===== src/rtl/taillight_pkg.sv =====
// -----------------------------------------------------------------------------
// taillight_pkg
// Shared definitions for the tail-lamp sequencer:
//   - state_t          : controller state encoding (4 bits)
//   - LAMPS_*          : 6-bit lamp patterns, bit order
//                        {left_c, left_b, left_a, right_a, right_b, right_c}
//   - DEFAULT_TICK_DIV : default number of clocks each pattern step is held
//   - lamp_pattern()   : state -> lamp pattern decode
// -----------------------------------------------------------------------------
package taillight_pkg;

    localparam int DEFAULT_TICK_DIV = 4;

    typedef enum logic [3:0] {
        ST_IDLE   = 4'd0,
        ST_L1     = 4'd1,
        ST_L2     = 4'd2,
        ST_L3     = 4'd3,
        ST_R1     = 4'd4,
        ST_R2     = 4'd5,
        ST_R3     = 4'd6,
        ST_HAZ_ON = 4'd7,
        ST_GAP    = 4'd8
    } state_t;

    // Left lamps light outward from a, right lamps light outward from a.
    localparam logic [5:0] LAMPS_OFF   = 6'b000_000;
    localparam logic [5:0] LAMPS_L1    = 6'b001_000;
    localparam logic [5:0] LAMPS_L2    = 6'b011_000;
    localparam logic [5:0] LAMPS_L3    = 6'b111_000;
    localparam logic [5:0] LAMPS_R1    = 6'b000_100;
    localparam logic [5:0] LAMPS_R2    = 6'b000_110;
    localparam logic [5:0] LAMPS_R3    = 6'b000_111;
    localparam logic [5:0] LAMPS_LEFT  = 6'b111_000;
    localparam logic [5:0] LAMPS_RIGHT = 6'b000_111;
    localparam logic [5:0] LAMPS_ALL   = 6'b111_111;

    function automatic logic [5:0] lamp_pattern(input state_t s);
        logic [5:0] p;
        p = LAMPS_OFF;
        case (s)
            ST_L1:     p = LAMPS_L1;
            ST_L2:     p = LAMPS_L2;
            ST_L3:     p = LAMPS_L3;
            ST_R1:     p = LAMPS_R1;
            ST_R2:     p = LAMPS_R2;
            ST_R3:     p = LAMPS_R3;
            ST_HAZ_ON: p = LAMPS_ALL;
            default:   p = LAMPS_OFF;
        endcase
        return p;
    endfunction

endpackage


===== src/rtl/taillight_step_timer.sv =====
// -----------------------------------------------------------------------------
// taillight_step_timer
// Step counter that measures how long the sequencer has been in its current
// state. step_done marks the last cycle of a TICK_DIV-cycle step.
// Ports:
//   clk       in   system clock, rising edge
//   reset     in   synchronous active-high reset
//   clear     in   state is changing on this edge; restart the count at 0
//   run       in   count this cycle (controller is not idle)
//   step_done out  counter == TICK_DIV-1
// Parameters: TICK_DIV (2..65535), CNT_W with 2**CNT_W > TICK_DIV.
// -----------------------------------------------------------------------------
module taillight_step_timer #(
    parameter int TICK_DIV = 4,
    parameter int CNT_W    = 16
) (
    input  logic clk,
    input  logic reset,
    input  logic clear,
    input  logic run,
    output logic step_done
);

    logic [CNT_W-1:0] count_reg;
    logic [CNT_W-1:0] count_next;

    always_comb begin
        count_next = count_reg;
        if (clear) begin
            count_next = '0;
        end else if (run) begin
            count_next = count_reg + 1'b1;
        end
    end

    always_ff @(posedge clk) begin
        if (reset) begin
            count_reg <= '0;
        end else begin
            count_reg <= count_next;
        end
    end

    assign step_done = (count_reg == CNT_W'(TICK_DIV - 1));

endmodule


===== src/rtl/taillight_sequencer_ctrl.sv =====
// -----------------------------------------------------------------------------
// taillight_sequencer_ctrl
// Sequences six tail lamps from left/right/hazard/brake requests. Each pattern
// step is held for TICK_DIV clocks; the lamps are Moore decodes of the state
// register (plus brake overlay when enabled), so they change on the same edge
// as the state.
// Ports:
//   clk, reset                     clock / synchronous active-high reset
//   left, right, hazard, brake     level requests from debounce logic
//   left_a/b/c, right_a/b/c        lamp drives, a = innermost, c = outermost
//   busy                           high whenever the state is not IDLE
// Optional build macro:
//   TAILLIGHT_BRAKE_EN  brake lights dark lamps: all six in IDLE/GAP, the
//                       opposite side during a turn. Never affects state.
//                       When undefined, brake is accepted but ignored.
// -----------------------------------------------------------------------------
module taillight_sequencer_ctrl
    import taillight_pkg::*;
#(
    parameter int TICK_DIV = DEFAULT_TICK_DIV,
    parameter int CNT_W    = 16
) (
    input  logic clk,
    input  logic reset,
    input  logic left,
    input  logic right,
    input  logic hazard,
    input  logic brake,
    output logic left_a,
    output logic left_b,
    output logic left_c,
    output logic right_a,
    output logic right_b,
    output logic right_c,
    output logic busy
);

    state_t     state_reg;
    state_t     state_next;
    logic       step_done;
    logic       state_change;
    logic [5:0] lamp_vec;

    // Restart the step count on every state change so each non-idle state
    // lasts exactly TICK_DIV cycles.
    assign state_change = (state_next != state_reg);

    taillight_step_timer #(
        .TICK_DIV (TICK_DIV),
        .CNT_W    (CNT_W)
    ) u_step_timer (
        .clk       (clk),
        .reset     (reset),
        .clear     (state_change),
        .run       (state_reg != ST_IDLE),
        .step_done (step_done)
    );

    always_ff @(posedge clk) begin
        if (reset) begin
            state_reg <= ST_IDLE;
        end else begin
            state_reg <= state_next;
        end
    end

    always_comb begin
        state_next = state_reg;
        case (state_reg)
            ST_IDLE: begin
                // First match wins; left and right together is ignored.
                if (hazard) begin
                    state_next = ST_HAZ_ON;
                end else if (left && !right) begin
                    state_next = ST_L1;
                end else if (right && !left) begin
                    state_next = ST_R1;
                end
            end
            // A hazard request pre-empts a turn at the next step boundary.
            ST_L1: if (step_done) state_next = hazard ? ST_HAZ_ON : ST_L2;
            ST_L2: if (step_done) state_next = hazard ? ST_HAZ_ON : ST_L3;
            ST_L3: if (step_done) state_next = hazard ? ST_HAZ_ON : ST_GAP;
            ST_R1: if (step_done) state_next = hazard ? ST_HAZ_ON : ST_R2;
            ST_R2: if (step_done) state_next = hazard ? ST_HAZ_ON : ST_R3;
            ST_R3: if (step_done) state_next = hazard ? ST_HAZ_ON : ST_GAP;
            ST_HAZ_ON: if (step_done) state_next = ST_GAP;
            ST_GAP:    if (step_done) state_next = ST_IDLE;
            default:   state_next = ST_IDLE;
        endcase
    end

`ifdef TAILLIGHT_BRAKE_EN
    always_comb begin
        lamp_vec = lamp_pattern(state_reg);
        if (brake) begin
            case (state_reg)
                ST_IDLE, ST_GAP:      lamp_vec = LAMPS_ALL;
                ST_L1, ST_L2, ST_L3:  lamp_vec = lamp_pattern(state_reg) | LAMPS_RIGHT;
                ST_R1, ST_R2, ST_R3:  lamp_vec = lamp_pattern(state_reg) | LAMPS_LEFT;
                default:              lamp_vec = lamp_pattern(state_reg);
            endcase
        end
    end
`else
    // Brake is part of the fixed port list but has no function in this build.
    logic unused_brake;
    assign unused_brake = brake;
    assign lamp_vec     = lamp_pattern(state_reg);
`endif

    assign {left_c, left_b, left_a, right_a, right_b, right_c} = lamp_vec;
    assign busy = (state_reg != ST_IDLE);

endmodule

===== config.mk =====
export PLATFORM = sky130hd
export DESIGN_NAME = taillight_sequencer_ctrl
export DESIGN_NICKNAME = d
export VERILOG_FILES = /design/src/rtl/taillight_pkg.sv /design/src/rtl/taillight_step_timer.sv /design/src/rtl/taillight_sequencer_ctrl.sv
export SDC_FILE = /design/constraint.sdc
export NUM_CORES = 1
export LEC_CHECK = 0
export CAP_MARGIN = 20
export CORE_UTILIZATION = 45
export CTS_CLUSTER_SIZE = 14
export DETAILED_ROUTE_END_ITERATION = 10
export GPL_ROUTABILITY_DRIVEN = 0
export PLACE_DENSITY = 0.66
export SLEW_MARGIN = 20
export SYNTH_ARGS = -nofsm -noshare
export SYNTH_HDL_FRONTEND = slang
export SYNTH_SLANG_ARGS = --single-unit

===== constraint.sdc =====
create_clock -name clk -period 3.7 [get_ports clk]
set_clock_uncertainty 0.1 [all_clocks]
set_input_delay 1.11 -clock clk [delete_from_list [all_inputs] [get_ports clk]]
set_output_delay 1.11 -clock clk [all_outputs]
set_load 0.005 [all_outputs]

==> results of run 1 <==
cells by family after synthesis:
logic type / share of synthesized area [%]
adders and majority gates: 1.883
and+or+nand+nor: 31.17
DFF: 33.47
AOI/OAI and AO/OA: 15.17
buffers and inverters: 6.486
xor gates and xnor gates: 10.98
muxes: 0.8369
power breakdown:
group / internal (W) / switching, W / leakage (nW)
Combinational: 0.000103 / 0.000112 / 0.227
Clock: 0.0000599 / 0.0000629 / 0.0210
Sequential: 0.000230 / 0.0000355 / 0.162
worst paths after layout:
path	startpoint	end	slack [ns]	depth (start not counted)
max reg2reg	u_step_timer.count_reg[0]	u_step_timer.count_reg[1]	1.31	6
max	state_reg[1]	busy	0.44	2
min	u_step_timer.count_reg[15]	u_step_timer.count_reg[15]	0.46	2
min reg2reg	u_step_timer.count_reg[15]	u_step_timer.count_reg[15]	0.46	2
metal layers:
| metal | vias up | track usage, % | share of wire [%] |
|---|---|---|---|
| met1 | 478 | 23.70 | 48 |
| met3 | 2 | 5.650 | 3.6 |
| li1 | 518 | - | - |
| met2 | 14 | 32.50 | 48 |
| met4 | 0 | 4.825 | 0.43 |
| met5 | - | 0 | 0 |
cell type report:
class | count | share of cell area [%]
multi-input combinational | 110 | 54.05
tap | 30 | 2.825
clock buffer | 4 | 2.731
sequential | 20 | 30.13
timing repair buffer | 11 | 8.286
inverter | 7 | 1.977
worst min-delay path: stages, from the launching register on:
cell	delay, ns
dfxtp_1	0.35
xnor2_1	0.15
nor2_1	0.04
layout by cell type, fill, tap and decap left out, types with 2 or more instances in the layout:
| cell type | n |
|---|---|
| a21oi_1 | 4 |
| a211oi_1 | 3 |
| nand2_1 | 8 |
| xor2_1 | 2 |
| dfxtp_1 | 20 |
| and4_1 | 2 |
| nor4_1 | 3 |
| xnor2_1 | 13 |
| nor2_2 | 10 |
| nand3_1 | 4 |
| a21o_1 | 2 |
| nand2b_1 | 4 |
| o21ai_0 | 5 |
| a211oi_2 | 2 |
| nand4_1 | 4 |
| or4_1 | 2 |
| nor2_1 | 17 |
| clkbuf_4 | 3 |
| inv_1 | 7 |
| clkdlybuf4s50_1 | 11 |
| nor3_1 | 8 |
| and3_1 | 3 |
| a311oi_1 | 2 |
through the flow:
stage / utilization [%] / hold slack (ns) / total power, W / cells
global placement: 51.70 / 0.3967 / 0.0004782 / 178
finish: 53.15 / 0.4612 / 0.0006032 / 182
floorplan: - / 0.3792 / 0.0004327 / 144
detailed placement: 51.70 / 0.4439 / 0.0004870 / 178
global route: 53.15 / 0.4809 / 0.0006470 / 182
CTS: 53.15 / 0.4628 / 0.0006113 / 182
==> flow_summary.yaml, run 1 <==
logic_synthesis:
  synthesis.area_per_instance_um2: 8.307
  synthMostInstantiatedCell: "dfxtp_1"
  postSynth.topFlopCell: "dfxtp_1"
  post_synth_inst_count: 144
  ys_seq_elements: 20
  ys_top_cells_by_count: "dfxtp_1, nor2_1, xnor2_1, nor2_2"
  dominant_cell_type_by_area_after_synthesis: "dfxtp_1"
  netlist_area_um2: 1196
  synthDominantCellAreaShare_pct: 33.47
  synth_edf_count: 0
  mappedNetlistNets: 151
  yosys_warn_count: 0
  synth-seq-area-share_pct: 33.47
  synth_top_cells_by_area: "dfxtp_1, xnor2_1, nor2_1"
  async_reset_ff_share_pct: 0
  synth_cell_type_count: 36
finish:
  finish.net_count: 160
  ff_latch_area_um2: 400.4
  area_growth_syn_to_layout_pct: 11.09
  post-route-cell-area_um2: 1329
  largest_reg_flops: 16
  multiInputGateArea_um2: 718.2
  nFillCells: 243
  drive_above_1_share_pct: 13.16
  antennaDiodeCount: 0
placement:
  hpwlAfterDp_mm: 1.696
  placedInstanceArea_um2: 1292
  numPortBuffers: 11
  pre_cts_slack_ns: 0.4441
sta:
  fin_tns_setup_ns: 0
  worstMarginPinSlew_ns: 0.5962
  setup-violations-final: 0
  fin_crit_sh_pct: 88.04
  maxSlewViolCount: 0
  fin_crit_ns: 3.257
  slew_headroom_pct: 60.11
  rsz0062_at_grt: "no"
  post-route-worst-setup-slack_ns: 0.4426
  max_freq_ghz: 0.3070
  final_hold_violation_count: 0
floorplan:
  coreArea_um2: 2500
  floorplan.rows: 18
  design.die.area_um2: 2868
  fp.dieW_um: 53.56
  start_util_pct: 47.85
  floorplan.die.height_um: 53.56
  floorplan.io_pins: 13
worst_setup_path:
  cp_data_required_time_ns: 2.49
  timing.setup.critical_path_class: "flip-flop to primary output"
  critical_path_peak_fanout: 15
  worst_setup_end_kind: "primary output"
  timing.critical_path.slowest_cell_delay_ns: 0.76
  start_kind: "flip-flop"
  largest_delay_share_family_worst_path: "simple AND/OR/NAND/NOR gates"
  critical_path_arrival_ns: 2.05
  cell_with_the_largest_stage_delay_on_the_worst_path: "or4_1"
  cp_num_buf_inv: 1
  path_cells: "or4_1 > clkdlybuf4s50_1"
route:
  antenna_violation_net_count_after_detailed_routing: 0
  finalWirelength_mm: 2.336
  drt-vias-per-instance: 5.560
  dr.first_iter.drc_count: 6
  detailroute.via_count: 1012
  wl_per_cell_um: 12.84
  detail_route.first_pass.iterations: 4
  post-route-drc-count: 0
clock_network:
  hold_buffers: 0
  clock_latency_on_the_worst_skew_pair_ns: 0.29
  ctsResizeCount: 0
  clockRootBuffer: "clkbuf_4"
  cts_max_path_buffers: 2
  tritoncts.num_buffers: 3
  clkSlewWorstSetupHoldPaths_ns: 0.11
  ctsHtreeMaxLevel: 1
  cts_post_setup_buffers_inserted: 0
  clkSinkCount: 20
  cts_tree: "done"
global_routing:
  grt_first_pass_wirelength_mm: 4.002
  grt_remaining_overflow: 0
  largest_net_degree_at_the_start_of_global_routing: 17
  track_usage_pct: 19.19
  antenna_violations_before_repair: 0
  grt_pass1_vias: 939
power:
  cellPowerDensity_nw_per_um2: 453.9
  vdd.ir_drop.worst_mv: 0.2923
  cellLeakagePower_nw: 0.4101
flow_run:
  drv_cap: 0
outcome:
  status: "finished clean"
worst_hold_path:
  hold_path.class: "flip-flop to flip-flop"
Note: power is estimated with default switching activity, not from simulation.
==> run 2: changes to the inputs <==
CORE_UTILIZATION = 25   (was 45)
CTS_CLUSTER_SIZE = not set   (was 14)
PLACE_DENSITY = 0.42   (was 0.66)
==> run 2 against run 1 <==
Net effect:
- sequential power down 3%
- total power up 18%
- clock-buffer cell count down 1
- clock power up 78%
- setup slack better by 0.052 ns
- global-route usage down 8.1 points
- die area up 77%
- sequential share of layout area down 1.8 points
- register-to-register slack better by 0.15 ns
- core utilization down 22 points
- wire length up 12%
- first-iteration DRC count rose to 6.0 times the previous value
==> flow_summary.yaml, run 2 (synthesized netlist as in run 1, its figures left out) <==
worst_setup_path:
  worstReg2RegStart: "state_reg[2]"
  critical_path_peak_fanout: 11
  cell_with_the_largest_stage_delay_on_the_worst_path: "or4_1"
  timing.setup.critical_path_class: "flip-flop to primary output"
  reg2reg_depth: 6
  cp_data_required_time_ns: 2.49
  largest_delay_share_family_worst_path: "simple AND/OR/NAND/NOR gates"
  start_kind: "flip-flop"
  reg2reg_to: "u_step_timer.count_reg[1]"
  path_cells: "or4_1 > clkdlybuf4s50_1"
  timing.critical_path.slowest_cell_delay_ns: 0.78
  cp_num_buf_inv: 1
  worst_setup_end_kind: "primary output"
  r2r_setup_slack_ns: 1.46
  critical_path_arrival_ns: 1.99
finish:
  final_cell_mix: "dfxtp_1, nor2_1, xnor2_1, clkdlybuf4s50_1, nor2_2"
  layout.cells.non_filler: 207
  drive_above_1_share_pct: 14.84
  area_growth_syn_to_layout_pct: 18.20
  largest_reg_flops: 16
  antennaDiodeCount: 0
  finish.net_count: 163
  post-route-cell-area_um2: 1414
  layout_commonest_cell: "dfxtp_1"
power:
  combinational_power_share_pct: 33.0
  power.switching_w: 0.0002272
  cellLeakagePower_nw: 0.4399
  power_frac_clock_pct: 30.8
  power_switching_share_pct: 31.93
  post-layout-total-power_w: 0.0007117
  cellPowerDensity_nw_per_um2: 503.4
  intPower_w: 0.0004845
  share_seq_of_total_power_pct: 36.2
  vdd.ir_drop.worst_mv: 0.2974
worst_hold_path:
  timing.hold.worst_endpoint: "u_step_timer.count_reg[15]"
  hold_path.class: "flip-flop to flip-flop"
  holdPathStages: 2
  worst_hold_startpoint: "u_step_timer.count_reg[15]"
sta:
  max_freq_ghz: 0.3120
  rsz0062_at_grt: "no"
  setup-violations-final: 0
  final_hold_violation_count: 0
  fin_crit_ns: 3.205
  fin_tns_setup_ns: 0
  worstMarginPinSlew_ns: 0.4556
  hold-worst-slack_ns: 0.4291
  slew_headroom_pct: 69.42
  maxSlewViolCount: 0
  fin_crit_sh_pct: 86.62
clock_network:
  hold_buffers: 0
  cts_tree: "done"
  cts_post_setup_buffers_inserted: 0
  clkSlewWorstSetupHoldPaths_ns: 0.08
  tritoncts.num_buffers: 3
  ctsResizeCount: 0
  clock_latency_on_the_worst_skew_pair_ns: 0.26
  ctsHtreeMaxLevel: 1
  clkSinkCount: 20
  clockRootBuffer: "clkbuf_8"
  cts_max_path_buffers: 2
placement:
  dpl.cell_count: 203
  placedInstanceArea_um2: 1343
  numPortBuffers: 11
  hpwlAfterDp_mm: 1.845
global_routing:
  grt_first_pass_wirelength_mm: 4.395
  grt_remaining_overflow: 0
  grt_pass1_vias: 886
  antenna_violations_before_repair: 0
  largest_net_degree_at_the_start_of_global_routing: 17
  track_usage_pct: 11.10
floorplan:
  floorplan.die.height_um: 71.17
  fp.dieW_um: 71.17
  floorplan.rows: 24
  design.die.area_um2: 5065
  coreArea_um2: 4474
  start_util_pct: 26.73
  floorplan.io_pins: 13
route:
  drt-vias-per-instance: 4.860
  detailroute.via_count: 1006
  wl_per_cell_um: 12.58
  detail_route.first_pass.iterations: 6
  antenna_violation_net_count_after_detailed_routing: 0
  dr.first_iter.drc_count: 36
  finalWirelength_mm: 2.605
  post-route-drc-count: 0
outcome:
  status: "finished clean"
flow_run:
  drv_cap: 0
==> run 2: changes by cell type in the layout (fill, tap and decap cells not counted), sizes merged <==
cell / change
buf: +3
clkbuf: -1
bufinv: +1
==> run 2: metrics by stage <==
| step | setup slack (ns) | utilization (%) |
|---|---|---|
| 2_1_floorplan | 1.467 | - |
| 4_1_cts | 0.4841 | 31.60 |
| 3_5_place_dp | 0.5745 | 30.01 |
| 5_1_grt | 0.4059 | 31.60 |
| 6_report | 0.4951 | 31.60 |
| 3_3_place_gp | 0.6257 | 30.01 |
==> run 2: layout make-up <==
cell class	count	area, µm²
Clock inverter	1	30.03
Fill cell	486	3060
Multi-Input combinational cell	110	718.2
Tap cell	52	65.06
Inverter	7	26.28
Clock buffer	3	41.29
Timing Repair Buffer	14	132.6
Sequential cell	20	400.4
==> run 2: worst max path at each step <==
stage | startpoint | to | slack, ns | cells past startpoint
floorplan | hazard | u_step_timer.count_reg[10] | 1.47 | 6
global placement | hazard | u_step_timer.count_reg[4] | 0.63 | 7
detailed placement | hazard | u_step_timer.count_reg[0] | 0.57 | 7
CTS | state_reg[2] | busy | 0.48 | 2
global route | state_reg[2] | busy | 0.41 | 2
finish | state_reg[2] | busy | 0.50 | 2
==> run 2: worst min-delay path: cells and delay by family (launching register included) <==
family,cells,cell delay (ns)
xor+xnor,1,0.08
flops,1,0.35
simple gates,1,0.07
==> run 2: per-layer routing <==
layer,share of wire (%),track usage [%],up-vias
met3,2.1,3.419,2
met1,50,14.30,475
met2,47,18.41,6
met4,0.65,2.000,0
li1,-,-,523
met5,0,0,-
==> run 2: power by group through the flow <==
stage	clock network, W	registers, W	logic, W
after floorplan	0	0.000246	0.000187
after global placement	0	0.000261	0.000234
after detailed placement	0	0.000262	0.000238
after CTS	0.000228	0.000257	0.000237
after global routing	0.000237	0.000262	0.000260
final	0.000219	0.000258	0.000235
